`src/rtl/guitar_pkg.sv`:
```
// guitar_pkg: shared types, widths and score helpers for the guitar game control path.
package guitar_pkg;
    typedef enum logic [1:0] {IDLE, PLAY, DONE} seq_state_t;
    localparam int NOTE_W = 5;
    localparam int POS_W = 7;
    localparam logic [6:0] SCORE_MAX = 7'd127;
    function automatic logic [6:0] sat_inc(input logic [6:0] v);
        return v == SCORE_MAX ? v : v + 7'd1;
    endfunction
endpackage

```
`src/rtl/step_timer.sv`:
```
// step_timer: free-running step counter with a registered pulse on the last cycle of each step.
module step_timer #(
    parameter int STEP_CYCLES = 25_000_000,
    parameter int CNT_W = $clog2(STEP_CYCLES)
) (
    input  logic             clk,
    input  logic             reset,
    input  logic             en,
    input  logic             clr,
    output logic [CNT_W-1:0] step_cnt,
    output logic             tick
);
    localparam logic [CNT_W-1:0] LAST = CNT_W'(STEP_CYCLES - 1);
    // tick is precomputed one count early so it is a flop yet aligned with step_cnt == LAST
    always_ff @(posedge clk) begin
        if (reset || clr) begin
            step_cnt <= '0;
            tick <= 1'b0;
        end else if (en) begin
            step_cnt <= step_cnt == LAST ? '0 : step_cnt + 1'b1;
            tick <= step_cnt == LAST - 1'b1;
        end else begin
            tick <= 1'b0;
        end
    end
endmodule

```
`src/rtl/song_sequencer.sv`:
```
// song_sequencer: steps the song position at a fixed tempo and scores button edges against notes.
module song_sequencer
    import guitar_pkg::*;
#(
    parameter int STEP_CYCLES = 25_000_000,
    parameter int SONG_LEN = 100,
    parameter int POS_W = 7
) (
    input  logic              clk,
    input  logic              reset,
    input  logic              start,
    input  logic              button_in,
    input  logic [4:0]        songD,
    output logic [POS_W-1:0]  songDataPos,
    output logic              playing,
    output logic              done,
    output logic              step_tick,
    output logic [6:0]        hit_count,
    output logic [6:0]        miss_count
);
    localparam int CNT_W = $clog2(STEP_CYCLES);
    localparam logic [POS_W-1:0] LAST_POS = POS_W'(SONG_LEN - 1);
    seq_state_t state;
    logic [CNT_W-1:0] step_cnt;
    logic btn_q, judged, note_ok, hit_now, miss_now;
    step_timer #(.STEP_CYCLES(STEP_CYCLES), .CNT_W(CNT_W)) u_timer (
        .clk(clk),
        .reset(reset),
        .en(state == PLAY),
        .clr(state != PLAY),
        .step_cnt(step_cnt),
        .tick(step_tick)
    );
    // songD lags a position change by a cycle, so the first two counts of a step are blanked
    assign note_ok = step_cnt >= CNT_W'(2) && songD != '0 && !judged;
    assign hit_now = note_ok && button_in && !btn_q;
    assign miss_now = note_ok && !hit_now;
    always_ff @(posedge clk) begin
        if (reset) begin
            state <= IDLE;
            songDataPos <= '0;
            playing <= 1'b0;
            done <= 1'b0;
            hit_count <= '0;
            miss_count <= '0;
            btn_q <= 1'b0;
            judged <= 1'b0;
        end else begin
            btn_q <= button_in;
            if (state != PLAY) begin
                if (start) begin
                    state <= PLAY;
                    playing <= 1'b1;
                    done <= 1'b0;
                    songDataPos <= '0;
                    hit_count <= '0;
                    miss_count <= '0;
                    judged <= 1'b0;
                end
            end else begin
                if (hit_now)
                    hit_count <= sat_inc(hit_count);
                if (step_tick) begin
                    judged <= 1'b0;
                    if (miss_now)
                        miss_count <= sat_inc(miss_count);
                    if (songDataPos < LAST_POS) begin
                        songDataPos <= songDataPos + 1'b1;
                    end else begin
                        state <= DONE;
                        playing <= 1'b0;
                        done <= 1'b1;
                    end
                end else if (hit_now) begin
                    judged <= 1'b1;
                end
            end
        end
    end
endmodule

```
`config.mk`:
```
export PLATFORM = sky130hd
export DESIGN_NAME = song_sequencer
export DESIGN_NICKNAME = d
export VERILOG_FILES = /design/src/rtl/guitar_pkg.sv /design/src/rtl/step_timer.sv /design/src/rtl/song_sequencer.sv
export SDC_FILE = /design/constraint.sdc
export NUM_CORES = 1
export LEC_CHECK = 0
export BUFFER_PORTS_ARGS = -buffer_cell sky130_fd_sc_hd__buf_2
export CAP_MARGIN = 20
export CORE_ASPECT_RATIO = 2
export CORE_MARGIN = 1
export CORE_UTILIZATION = 40
export DETAILED_ROUTE_END_ITERATION = 10
export PLACE_DENSITY = 0.62
export SLEW_MARGIN = 30
export SYNTH_ARGS = -nofsm -noshare
export SYNTH_HDL_FRONTEND = slang
export SYNTH_SLANG_ARGS = --single-unit
```
`constraint.sdc`:
```
create_clock -name clk -period 1.7 [get_ports clk]
set_clock_uncertainty 0.05 [all_clocks]
set_input_delay 0.255 -clock clk [delete_from_list [all_inputs] [get_ports clk]]
set_output_delay 0.255 -clock clk [all_outputs]
set_load 0.02 [all_outputs]
```
# After elaboration in Yosys (flattened, before gate mapping)
# Cells that the tools add are included.
[classes]
add_sub_neg = 4
magnitude_cmp = 2
n_eq_ne = 10
muxes = 27
bitwise = 1
reduce_logical = 21
[ops]
columns = ["operator", "n"]
rows = [
  ["7-bit two-way mux", 11],
  ["25-bit == test (second input constant)", 2],
  ["25-bit by 1-bit adder with 25-bit output (second input constant)", 1],
  ["25-bit by 2-bit greater-or-equal comparator with 1-bit output (second input constant)", 1],
  ["25-bit two-way mux", 1],
  ["7-bit by 1-bit adder with 7-bit output (second input constant)", 3],
  ["7-bit == test (second input constant)", 2],
  ["1-bit two-way mux", 11],
  ["3-bit AND reduction", 3],
  ["2-bit two-way mux", 4],
  ["2-bit by 1-bit inequality test with 1-bit output (second input constant)", 4],
  ["2-bit nonzero test", 4],
  ["7-bit < comparator (second input constant)", 1],
  ["1-bit logical AND", 5],
  ["5-bit nonzero test", 1],
  ["4-bit AND reduction", 1],
  ["1-bit logical NOT", 3],
  ["3-bit nonzero test", 1],
  ["2-bit by 1-bit == test with 1-bit output (second input constant)", 1],
  ["2-bit inequality test (second input constant)", 1],
  ["2-bit AND reduction", 1],
  ["2-bit OR reduction", 1],
  ["1-bit logical OR", 1],
  ["1-bit NOT", 1],
]
[word_totals]
regBits = 53
in_bits = 9
output_inout_bits = 24
wordCells = 75

# Logic depth before layout (Yosys ltp)
[logic_depth]
depth_word = 10
mapped_depth = 8
mapped_depth_nobuf = 7

# Modules after synthesis
# Synthesis repeated with hierarchy kept, for this count alone.
[unflattened]
hier_cells = 293
area_unflattened_um2 = 2571.2
[by_module_without_submodules]
columns = ["module", "n_inst", "cells_each", "area_per_inst_um2", "seq_area_each_um2"]
rows = [
  ["song_sequencer", 1, 152, 1310.0, 500.5],
  ["step_timer", 1, 141, 1261.2, 520.5],
]

# Worst setup path before layout
# Ideal clock, no wire load.
[synth_timing]
path_kind = "register to register"
start = "reg state[0]"
end = "reg hit_count[5]"
setup_ns = 0.115
t_arrival_ns = 1.544
required_time_ns = 1.535
setup_slack_ns = -0.009
stages_incl_launch_ff = 7
path_buffers = 2
period_less_slack_ns = 1.709
cell_sequence = "dfxtp_1 > nor2b_1 > buf_2 > nand2_1 > clkbuf_1 > o31a_1 > o21a_1"
[synth_via]
elab_chain_len = 3
elab_cells_between_ends = 6
classes_between = "3 x eq/ne; 1 x mux; 2 x reduce/logical"
[synth_rtl]
columns = ["item", "line", "text"]
rows = [
  ["start: declaration", "song_sequencer.sv:23", "seq_state_t state;"],
  ["start signal: assignment", "song_sequencer.sv:40", "state <= IDLE;"],
  ["start signal: assignment", "song_sequencer.sv:52", "state <= PLAY;"],
  ["start signal: assignment", "song_sequencer.sv:70", "state <= DONE;"],
  ["2-bit by 1-bit inequality test with 1-bit output (*)", "song_sequencer.sv:50", "if (state != PLAY) begin"],
  ["2-bit by 1-bit inequality test with 1-bit output (no source line) (tied with other cells)", "n/a", ""],
  ["3-bit AND reduction (no source line)", "n/a", ""],
  ["end signal: assignment", "song_sequencer.sv:62", "hit_count <= sat_inc(hit_count);"],
  ["end: declaration", "song_sequencer.sv:18", "output logic [6:0] hit_count,"],
]
# Mark *: on every way between the ends. The rest lies on a longest branch, timed or not.
# A chain may end at the register's enable or synchronous reset.

# Worst setup path in the final report
[layout_timing]
start = "reg u_timer.step_cnt[6]"
end = "reg miss_count[6]"
[layout_via]
elab_chain_len = 9
[layout_rtl]
columns = ["item", "line", "text"]
rows = [
  ["start: declaration", "step_timer.sv:10", "output logic [CNT_W-1:0] step_cnt,"],
  ["start signal: assignment", "step_timer.sv:20", "step_cnt <= step_cnt == LAST ? '0 : step_cnt + 1'b1;"],
  ["25-bit by 2-bit greater-or-equal comparator with 1-bit output (*)", "song_sequencer.sv:35", "assign note_ok = step_cnt >= CNT_W'(2) && songD != '0 && !judged;"],
  ["1-bit logical AND (*) (2 in series)", "song_sequencer.sv:35", ""],
  ["1-bit logical AND (2 in series)", "song_sequencer.sv:36", "assign hit_now = note_ok && button_in && !btn_q;"],
  ["1-bit logical NOT", "song_sequencer.sv:37", "assign miss_now = note_ok && !hit_now;"],
  ["1-bit logical AND (*)", "song_sequencer.sv:37", ""],
  ["2-bit nonzero test (no source line) (*)", "n/a", ""],
  ["4-bit AND reduction (no source line) (*)", "n/a", ""],
  ["end signal: assignment", "song_sequencer.sv:66", "miss_count <= sat_inc(miss_count);"],
  ["end: declaration", "song_sequencer.sv:19", "output logic [6:0] miss_count"],
]
# Marks and branches as above.

==> results.py <==
metrics = {
    "detailed_routing": {
        "vias_per_cell": 5.30,
        "drc": 0,
        "routed_wl_mm": 7.20,
        "route.antenna.remaining_nets": 0,
        "post_drt_wl_per_cell_um": 15.2,
        "drt-initial-drc-count": 98,
        "vias": 2505,
        "drtPass1Iterations": 4,
    },
    "critical_path": {
        "critical_path.slowest_cell": "dfxtp_4",
        "critPathLaunchType": "flip-flop",
        "startpoint": "u_timer.step_cnt[6]",
        "cp-end-kind": "flip-flop",
        "crit_chain": "nor4_4 > buf_4 > nand4_4 > o21bai_4 > buf_6 > nor4_2 > o21a_1",
        "arrival_ps": 1880,
        "rr_startpoint": "u_timer.step_cnt[6]",
        "critPathKind": "reg2reg",
        "cp_slowest_stage_delay_ps": 360,
        "cp_max_fo": 6,
        "required_ps": 1840,
    },
    "synthesis": {
        "synth_seq_cells": 51,
        "yosysSeqAreaShare": 0.396,
        "avgSynthCellArea_um2": 9.12,
        "synth.top_cell.area_share": 0.396,
        "netlist_area_um2": 2580,
        "synthArstFlopShare": 0,
        "synthDistinctLibCells": 54,
        "synth_edf_count": 0,
        "ys.flop_type": "dfxtp_1",
        "synthCells": 283,
        "synth_top_area_cell": "dfxtp_1",
        "synth_area_leaders": "dfxtp_1, xor2_1, nor2_1",
        "yosysWarnings": 0,
        "synth_nets": 297,
    },
    "min_path": {
        "hp-class": "in2reg",
        "min-delay-start": "button_in",
    },
    "sta": {
        "relSlewSlack": 0.752,
        "fmax_mhz": 577,
        "fin_crit_sh": 1.02,
        "setup_ws_ps": -33.7,
        "tightest_slew_ps": 371,
        "setup_viol": 7,
        "finalHoldViolations": 0,
        "grt_setup_unrepaired": "yes",
        "setup_tns_ps": -68.3,
        "period_needed_ps": 1730,
        "hold_ws_ps": 195,
        "slew_viol_final": 0,
    },
    "clocking": {
        "clk_pin_slew_ps": 70,
        "cts.path.max_buffers": 2,
        "clock-sinks": 51,
        "root_buffer": "clkbuf_16",
        "tritoncts": "done",
        "cts_htree_levels": 2,
        "insertion_delay_ps": 290,
        "cts_inserted_buffers": 5,
    },
    "global_route": {
        "grt_pass1_vias": 2536,
        "track_usage": 0.215,
        "grt_overflow": 0,
        "grt_pass1_wl_mm": 11.1,
        "antenna_found_initial": 0,
        "grt_max_degree": 16,
    },
    "cells_and_area": {
        "layout_common_cells": "buf_4, dfxtp_1, buf_2",
        "fillCellCount": 541,
        "antenna_cells": 0,
        "area_delta_synth_final_pct": 49.3,
        "drive_above_1_share": 0.494,
        "final_common_cell": "buf_4",
        "fin_nets": 400,
        "instances_no_fill": 473,
    },
    "placed_design": {
        "gp_congestion": 0.826,
        "io_buffer_count": 32,
        "dp_cells": 457,
        "place_hpwl_mm": 5.24,
    },
    "power_and_ir_drop": {
        "ir_drop_uv": 749,
        "power.density_nw_per_um2": 659,
        "p_leak_nw": 1.60,
    },
    "die": {
        "initial_core_util": 0.412,
        "die-area_um2": 6790,
        "die_h_um": 116,
        "fp.coreArea_um2": 6260,
        "io_pins": 33,
        "dieWidth_um": 58.8,
        "rows": 41,
    },
    "flow_run": {
        "cap_violations": 0,
    },
    "status": {
        "violations": "setup timing",
        "status": "finished with violations",
    },
}
[sequential cells by signal (all words and copies together) (netlist names)]
name              cells
u_timer.tick          1
btn_q                 1
state                 1
done                  1
hit_count             7
judged                1
songDataPos           7
miss_count            7
u_timer.step_cnt     25
[critical path: cells and delay by family, from the launching register on]
kind	cells	cell delay, ps
AO/OA/AOI/OAI	2	430
flip-flops	1	360
buffers and inverters	2	320
AND/OR/NAND/NOR	3	470
[stage by stage]
stage          area [um2]  worst slack (ps)  utilization  total power [mW]
3_5_place_dp         3290              -118        0.526              1.37
6_report             3850             -33.7        0.616              2.54
5_1_grt              3850             -96.1        0.616              2.63
3_3_place_gp         3290             -70.3        0.526              1.37
2_1_floorplan        2580              13.6            -              1.30
4_1_cts              3570             -5.95        0.571              2.54
[synth_stat cells, drive strengths merged (2+ instances only)]
cell type and n:
a2111oi 2, a211oi 2, a21oi 13, and3 4, and4 4, buf 5
clkbuf 3, dfxtp 51, ha 5, inv 8, mux2i 2, nand2 22
nand2b 2, nand3 22, nand4 11, nand4b 2, nor2 41, nor2b 2
nor3 3, nor4 13, o211a 2, o211ai 3, o21a 4, o21ai 2
o31ai 3, or2 2, or3 5, or4 4, xnor2 8, xor2 19
[final timing paths]
check                        end  slack (ps)  cells past startpoint
min                        btn_q         200                      2
max reg2reg        miss_count[6]         -30                      7
min reg2reg  u_timer.step_cnt[0]         390                      1
max                miss_count[6]         -30                      7
[routing by layer]
layer | wire length [um] | part of all wire | vias up | global-route usage
li1 | - | - | 1219 | -
met5 | 0 | 0 | - | 0
met2 | 4130 | 0.57 | 73 | 0.423
met4 | 308 | 0.043 | 0 | 0.117
met3 | 223 | 0.031 | 26 | 0.0391
met1 | 2530 | 0.35 | 1187 | 0.194
[what timing repair did]
| action | CTS | global route |
|---|---|---|
| gates resized for setup | 18 | 66 |
| endpoints found under the setup margin | 39 | 40 |
| buffers inserted | 6 | 3 |
| pin swaps | 17 | 28 |
| hold buffers | 0 | 0 |
[power by group]
group / switching, mW / internal (mW) / leakage [nW] / total (mW)
logic: 0.0958 / 0.0692 / 1.09 / 0.165
clock network: 0.444 / 0.733 / 0.0868 / 1.18
registers: 0.00367 / 1.19 / 0.421 / 1.20
total: 0.544 / 1.99 / 1.60 / 2.54
[final cells by class]
cell class,instances,area (um2),share of cell area
clock buffers,6,139,0.0361
clock inverters,2,35.0,0.00909
inverters,8,30.0,0.00779
multi-input cells,216,1740,0.453
flip-flops and latches,51,1050,0.273
well taps,86,108,0.0279
repair buffers,104,743,0.193
[cells by family after synthesis]
logic type,after synthesis,synth area share
AO/OA/AOI/OAI,41,0.128
XOR/XNOR,27,0.0917
adder cells (fa/ha/maj),5,0.0242
buffers and inverters,16,0.0315
flip-flops,51,0.396
multiplexers,2,0.00776
AND/OR/NAND/NOR,141,0.322
No activity file was read; power rests on OpenSTA's default activity.
